[src/rtl/fetch_ctrl.sv]
`default_nettype none
// +----------------------------------------------------------------------+
// | fetch_ctrl : RV32 fetch-stage PC sequencer with deferred redirects     |
// | Revision   : 1.0                                                       |
// +----------------------------------------------------------------------+
module fetch_ctrl #(
   parameter int                WIDTH       = 32,
   parameter logic [WIDTH-1:0]  RESET_PC    = '0,
   parameter int                BOOT_CYCLES = 2
) (
   input  logic             clk,
   input  logic             rst,
   input  logic             StallF,
   input  logic             PCSrcE,
   input  logic [WIDTH-1:0] PCTargetE,
   input  logic             imem_ready,
   output logic [WIDTH-1:0] PCF,
   output logic [WIDTH-1:0] PCPlus4F,
   output logic             fetch_valid,
   output logic             FlushD,
   output logic             FlushE,
   output logic [15:0]      redirect_count
);

   localparam logic [1:0] c_ST_BOOT = 2'd0;
   localparam logic [1:0] c_ST_RUN  = 2'd1;
   localparam logic [1:0] c_ST_WAIT = 2'd2;
   localparam int         c_BC_W    = (BOOT_CYCLES > 1) ? $clog2(BOOT_CYCLES) : 1;

   logic [1:0]        r_state, w_state_nxt;
   logic [WIDTH-1:0]  r_pc, w_pc_nxt;
   logic [c_BC_W-1:0] r_boot_cnt;
   logic              r_pend_valid, w_pend_valid_nxt;
   logic [WIDTH-1:0]  r_pend_target, w_pend_target_nxt;
   logic [15:0]       r_redirect_count;
   logic [WIDTH-1:0]  w_target;
   logic [WIDTH-1:0]  w_pc_plus4;
   logic              w_accept;
   logic              w_unused;

   // Redirect targets are always word aligned; the low bits are dropped.
   assign w_target   = {PCTargetE[WIDTH-1:2], 2'b00};
   assign w_unused   = ^PCTargetE[1:0];
   assign w_pc_plus4 = r_pc + WIDTH'(4);
   assign w_accept   = (r_state != c_ST_BOOT) && PCSrcE;

   always_ff @(posedge clk) begin
      if (rst) begin
         r_state <= c_ST_BOOT;
      end else begin
         r_state <= w_state_nxt;
      end
   end

   always_ff @(posedge clk) begin
      if (rst) begin
         r_pc             <= RESET_PC;
         r_boot_cnt       <= c_BC_W'(BOOT_CYCLES - 1);
         r_pend_valid     <= 1'b0;
         r_pend_target    <= '0;
         r_redirect_count <= '0;
      end else begin
         r_pc          <= w_pc_nxt;
         r_pend_valid  <= w_pend_valid_nxt;
         r_pend_target <= w_pend_target_nxt;
         if (r_state == c_ST_BOOT && r_boot_cnt != '0) begin
            r_boot_cnt <= r_boot_cnt - c_BC_W'(1);
         end
         if (w_accept && r_redirect_count != 16'hFFFF) begin
            r_redirect_count <= r_redirect_count + 16'd1;
         end
      end
   end

   always_comb begin
      w_state_nxt       = r_state;
      w_pc_nxt          = r_pc;
      w_pend_valid_nxt  = r_pend_valid;
      w_pend_target_nxt = r_pend_target;
      case (r_state)
         c_ST_BOOT: begin
            if (r_boot_cnt == '0) begin
               w_state_nxt = c_ST_RUN;
            end
         end
         c_ST_RUN: begin
            if (!imem_ready) begin
               w_state_nxt = c_ST_WAIT;
               if (PCSrcE) begin
                  w_pend_valid_nxt  = 1'b1;
                  w_pend_target_nxt = w_target;
               end
            end else if (PCSrcE) begin
               w_pc_nxt = w_target;
            end else if (!StallF) begin
               w_pc_nxt = w_pc_plus4;
            end
         end
         c_ST_WAIT: begin
            if (!imem_ready) begin
               if (PCSrcE) begin
                  w_pend_valid_nxt  = 1'b1;
                  w_pend_target_nxt = w_target;
               end
            end else begin
               w_state_nxt      = c_ST_RUN;
               w_pend_valid_nxt = 1'b0;
               // A fresh redirect supersedes whatever was deferred.
               if (PCSrcE) begin
                  w_pc_nxt = w_target;
               end else if (r_pend_valid) begin
                  w_pc_nxt = r_pend_target;
               end else if (!StallF) begin
                  w_pc_nxt = w_pc_plus4;
               end
            end
         end
         default: begin
            w_state_nxt = c_ST_BOOT;
         end
      endcase
   end

   always_comb begin
      FlushD      = w_accept;
      FlushE      = w_accept;
      fetch_valid = (r_state != c_ST_BOOT) && imem_ready && !StallF
                    && !PCSrcE && !r_pend_valid;
   end

   assign PCF            = r_pc;
   assign PCPlus4F       = w_pc_plus4;
   assign redirect_count = r_redirect_count;

endmodule
`default_nettype wire
[config.mk]
export PLATFORM = sky130hd
export DESIGN_NAME = fetch_ctrl
export DESIGN_NICKNAME = d
export VERILOG_FILES = /design/src/rtl/fetch_ctrl.sv
export SDC_FILE = /design/constraint.sdc
export NUM_CORES = 1
export LEC_CHECK = 0
export ABC_AREA = 1
export BUFFER_PORTS_ARGS = -buffer_cell sky130_fd_sc_hd__buf_2
export CELL_PAD_IN_SITES_DETAIL_PLACEMENT = 0
export CELL_PAD_IN_SITES_GLOBAL_PLACEMENT = 2
export CORE_MARGIN = 1.5
export CORE_UTILIZATION = 28
export DETAILED_ROUTE_END_ITERATION = 6
export MAX_ROUTING_LAYER = met4
export PLACE_DENSITY_LB_ADDON = 0.1
export REMOVE_ABC_BUFFERS = 1
export SYNTH_ARGS = -nofsm -noshare
export SYNTH_HDL_FRONTEND = slang
export SYNTH_SLANG_ARGS = --single-unit
[constraint.sdc]
create_clock -name clk -period 1.9 [get_ports clk]
set_input_delay 0.19 -clock clk [delete_from_list [all_inputs] [get_ports clk]]
set_output_delay 0.19 -clock clk [all_outputs]
set_load 0.03 [all_outputs]
# [After elaboration in Yosys (flattened, before gate mapping)]
# Index checks and enable logic that the tools add are counted.
[word_totals] register_bits=82 input_bits=37 output_inout_bits=83 word_cells=50
[op_classes] add_sub_neg=3 n_eq_ne=7 mux=15 n_bitwise=1 reduce_logical=18
[op_table] operator="2-to-1 mux 32 bit" n=6
[op_table] operator="case mux 32 bit (2 select lines)" n=1
[op_table] operator="adder 32 x 3 -> 32 bit (second input constant)" n=1
[op_table] operator="adder 16 x 1 -> 16 bit (second input constant)" n=1
[op_table] operator="inequality test 16 bit (second input constant)" n=1
[op_table] operator="AND reduction 3 bit" n=3
[op_table] operator="inequality test 2 bit (second input constant)" n=4
[op_table] operator="logical AND 1 bit" n=7
[op_table] operator="2-to-1 mux 2 bit" n=3
[op_table] operator="case mux 2 bit (3 select lines)" n=1
[op_table] operator="nonzero test 2 bit" n=2
[op_table] operator="zero test 1 bit" n=3
[op_table] operator="2-to-1 mux 1 bit" n=3
[op_table] operator="== test 2 x 1 -> 1 bit (second input constant)" n=1
[op_table] operator="== test 2 bit (second input constant)" n=1
[op_table] operator="zero test 2 bit" n=1
[op_table] operator="case mux 1 bit (2 select lines)" n=1
[op_table] operator="AND reduction 2 bit" n=1
[op_table] operator="OR reduction 2 bit" n=1
[op_table] operator="inverter 1 bit" n=1
[op_table] operator="subtractor 1 bit (second input constant)" n=1

# [Longest topological paths before layout]
[logic_depth] word_depth=6 depth_mapped=12 mapped_depth_nobuf=12

# [Worst setup path before layout]
# OpenSTA, ideal clock, no wires.
[synth_timing] path_kind="reg2reg" startpoint="register r_pc[3], in the netlist PCF[3]" endpoint="register r_pc[8], in the netlist PCF[8]" setup_time_ns=0.070 arrival_time_ns=2.101 required_time_ns=1.830 setup_slack_ns=-0.271 path_stages_with_launch=10 path_buffers=0 synth_period_minus_slack_ns=2.171 cell_sequence="dfxtp_1 > ha_1 > nand2_2 > nor2_4 > nand2_2 > xnor2_1 > nor2_1 > o21bai_1 > o21ai_0 > a21oi_1"
[synth_between] elab_chain_cells=6 elab_cells_between_ends=8 cone_classes="add/sub (1); mux (7)"
[synth_rtl] item="start, declared" line_no="31" text="logic [WIDTH-1:0] r_pc, w_pc_nxt;"
[synth_rtl] item="start signal, assigned" line_no="63" text="r_pc <= w_pc_nxt;"
[synth_rtl] item="adder 32 x 3 -> 32 bit (*)" line_no="44" text="assign w_pc_plus4 = r_pc + WIDTH'(4);"
[synth_rtl] item="via PCPlus4F[8]" line_no="18" text="output logic [WIDTH-1:0] PCPlus4F,"
[synth_rtl] item="2-to-1 mux 32 bit (*)" line_no="95, 113"
[synth_rtl] item="2-to-1 mux 32 bit" line_no="111" text="end else if (r_pend_valid) begin"
[synth_rtl] item="2-to-1 mux 32 bit" line_no="109" text="if (PCSrcE) begin"
[synth_rtl] item="2-to-1 mux 32 bit" line_no="100" text="if (!imem_ready) begin"
[synth_rtl] item="case mux 32 bit (2 select lines) (*)" line_no="80" text="case (r_state)"
# The timed path passes the listed nets; every way through them passes the cells marked *. The select of a mux whose other input is x is not followed.
# A chain may end at the register's enable or synchronous reset.

# [Worst setup path after layout]
[layout_timing] startpoint="register r_pc[2], in the netlist PCF[2]" endpoint="output PCPlus4F[21]"
[layout_between] elab_chain_cells=1
[layout_rtl] item="adder 32 x 3 -> 32 bit" line_no="44"
[layout_rtl] item="end, declared" line_no="18"
# No other way between the ends.

==> results by group <==
Synth
  • Largest family of logic cells by synthesized area: simple AND/OR/NAND/NOR gates
  • Top cells by area, synth: dfxtp_1 32%, nand2_1 17%, a21oi_1 9.2%
  • XOR/XNOR share of the synthesized area: 0.0225
  • Ys async rst share: 0
  • Post-synth EDFFs: 0
  • Synth cell types: 33
  • Post-Synth Adder-Cell Area: 0.0148
  • Share of the synthesized area in the top cell type: 0.316
  • Register area share after synthesis: 0.316
  • Syn Area/Cell: 5.99 um2
  • FF+latch count, synth: 80
  • Cell taking the most area after synthesis: dfxtp_1
  • Yosys warnings: 0
  • Synth Area in Compound Gates: 0.202
  • Mux share of post-synthesis cell area: 0
  • Primary FF master, synth: dfxtp_1
  • Synth Area in Simple Gates: 0.332
  • Most common library cells after synthesis: 223 x nand2_1, 112 x nor2_1, 97 x inv_1
  • Mapped cell area: 5070 um2
  • Post-Syn Instances: 846
  • Top-count cell post-synth: nand2_1

Die
  • Die Height: 138 um
  • Core area: 17800 um2
  • IO Pins: 120
  • Placement row count: 49
  • Starting density of the core: 0.284
  • Die area: 18900 um2
  • Die W: 138 um

Global route
  • First-pass GRT wire length: 27.9 mm
  • Largest net degree at the start of global routing: 61
  • GRT Overall Usage: 0.200
  • Vias in the first global route: 5342
  • GRT overflow: 0
  • Initial antenna violation count: 0

Power
  • Peak supply drop: 851 uV
  • PwrDens: 1010 nW/um2
  • Sw Pwr: 0.00291 W
  • Total Power: 0.00692 W
  • Sequential group share of total power: 0.325
  • Comb pwr share: 0.421
  • Sw Share: 0.421
  • Clock share of power: 0.254
  • Internal power: 0.00401 W
  • Leakage power: 3.00 nW

Placed design
  • Placed cells: 1177
  • Hpwl dp: 12.3 mm
  • GP Congestion: 0.829
  • Port bufs: 113

CTS
  • Clk_lat worst skew: 0.35 ns
  • CTS tree: done
  • Max H-tree Level: 3
  • Clock sinks: 80
  • CTS max path bufs: 2
  • Root buffer cell: clkbuf_16
  • CTS clk-pin slew, worst paths: 0.06 ns
  • CTS Hold Bufs: 0
  • Num CTS Buffers: 9

STA
  • Slew Limit Fails: 0
  • Slew HR: 0.607
  • Crit path time final: 1.97 ns
  • Final worst setup slack: -0.0661 ns
  • Final Hold Violating Endpoints: 0
  • Period utilization: 1.03
  • Fmax: 509 MHz
  • Setup violations, final: 8
  • Final hold slack: 0.136 ns
  • Final Skew: 0.00582 ns
  • Post-route setup TNS: -0.264 ns
  • RSZ-0062 raised after global routing: yes
  • Worst Tran Pin Value: 0.589 ns

Worst hold path
  • HP Class: primary input to flop
  • Min-Delay Path Depth: 3

Worst setup path
  • FF-to-FF path depth: 13
  • Slowest cell on the critical path: dfxtp_4
  • Worst setup SP type: flop
  • Reg2reg start: PCF[2]
  • Crit path cell chain: buf_6 > inv_6 > nor2_4 > nand2_4 > nor2_4 > nand2_2 > nand2_2 > nand2_2 > buf_6
  • WS Path Type: flop to output pin
  • Worst R2R End: PCF[21]
  • WP data required: 1.71 ns
  • CP arrival: 1.78 ns
  • WP buf/inv: 3
  • Crit path top cell by count: nand2_2
  • CP startpoint: PCF[2]
  • CP max FO: 6
  • Critical Path Stages: 9
  • Critical Path End: PCPlus4F[21]
  • Crit path capture type: output pin
  • CP top delay family: simple AND/OR/NAND/NOR gates
  • Setup slack, reg-to-reg: 0.02 ns
  • Critical path's largest stage delay: 0.36 ns

Layout
  • Final core occ: 0.385
  • Share of cells above drive strength 1: 0.275
  • Area grow syn2layout: 35.5%
  • Register area: 1640 um2
  • Finished Layout Cells: 1213
  • Filler cell count: 2007
  • Final #Nets: 1022
  • Footprint of the multi-input gates: 3150 um2
  • Ant. Diodes: 0

Detailed routing
  • Routed length per instance: 14.8 um
  • 1st-pass router iterations: 4
  • Routed WL: 18.0 mm
  • DR iter-0 viols: 249
  • Vias: 5736
  • ANT nets after route: 0
  • DR vias/cell: 4.73
  • DRC: 0

Job
  • Max Cap Viol: 0

Outcome
  • Status: finished, violations left
  • Violated checks: negative setup slack
==> worst min-delay path by stage <==
| stage | slack [ns] | start | end |
|---|---|---|---|
| after floorplan | 0.26 | rst | PCF[10] |
| after global placement | 0.43 | r_pend_target[22] | r_pend_target[22] |
| after detailed placement | 0.44 | r_pend_target[4] | r_pend_target[4] |
| after CTS | 0.13 | PCTargetE[10] | r_pend_target[10] |
| after global routing | 0.14 | PCTargetE[24] | r_pend_target[24] |
| final | 0.14 | PCTargetE[28] | r_pend_target[28] |
==> cell usage in the layout (no fill, tap or decap), types with 2 or more instances in the layout <==
cell and instances:
a21oi_1 92, nand2_4 3, nor3_1 2, xnor2_2 2
clkbuf_16 9, clkinv_1 2, o211ai_1 4, dfxtp_1 62
xor2_1 5, inv_1 95, nand3_1 36, o221ai_1 2
nand3_2 7, nor4_1 2, o21bai_1 6, nor2_2 9
and2_1 2, conb_1 4, nand2_1 196, nor2_4 12
dfxtp_2 12, o21ai_1 8, o21ai_0 77, xnor2_1 4
dfxtp_4 6, ha_1 5, nand2_2 30, nor2_1 101
buf_12 3, buf_4 47, a211oi_1 4, inv_2 2
o21ai_2 2, clkbuf_8 3, buf_2 88, clkinvlp_4 4
buf_6 23, nand4_1 2
==> repair_timing <==
action                                  4_1_cts  5_1_grt
endpoints found under the setup margin       25       56
buffers inserted                              9       12
cloned                                        0        1
pin swaps                                    15       23
resized for setup                            78       69
==> worst reg2reg max path: cells and delay by family, from the launching register on <==
kind | cells | cell delay [ns]
AND/OR/NAND/NOR | 8 | 0.91
AO/OA/AOI/OAI | 1 | 0.13
flip-flops | 1 | 0.36
buffers and inverters | 4 | 0.42
==> final cells by class <==
cell class	count	area share
Timing Repair inverter	1	0.000728
Multi-Input combinational cell	625	0.458
Sequential cell	80	0.238
Tap cell	229	0.0417
Clock inverter	4	0.00401
Clock buffer	12	0.0388
Timing Repair Buffer	161	0.162
Inverter	101	0.0564
==> registers in the layout (all words and copies together) (netlist names) <==
| name | flops |
|---|---|
| PCF | 30 |
| r_pend_valid | 1 |
| redirect_count | 16 |
| r_pend_target | 30 |
| r_state | 2 |
| r_boot_cnt | 1 |
==> per-stage QoR <==
step	setup slack, ns	cell area (um2)
2_1_floorplan	-1.40	4890
3_3_place_gp	0.0808	6010
3_5_place_dp	0.0206	6010
4_1_cts	-0.0833	6590
5_1_grt	-0.187	6870
6_report	-0.0661	6870
==> per-layer routing <==
layer  part of all wire  global-route usage
met4              0.012              0.0567
met5                  0                   -
met2               0.50               0.343
met3              0.032              0.0316
met1               0.46               0.241
==> power by group through the flow <==
stage	clock network [W]	logic [W]	registers, W
2_1_floorplan	0	0.00147	0.00246
3_3_place_gp	0	0.00264	0.00224
3_5_place_dp	0	0.00268	0.00225
4_1_cts	0.00183	0.00283	0.00224
5_1_grt	0.00191	0.00322	0.00229
6_report	0.00176	0.00291	0.00225
==> kinds of logic after synthesis <==
group / after synthesis
and+or+nand+nor: 406
AOI/OAI and AO/OA: 196
buffers and inverters: 144
DFF: 80
xor gates and xnor gates: 13
adders and majority gates: 6
other: 1
Power figures use the tool's default switching activity.
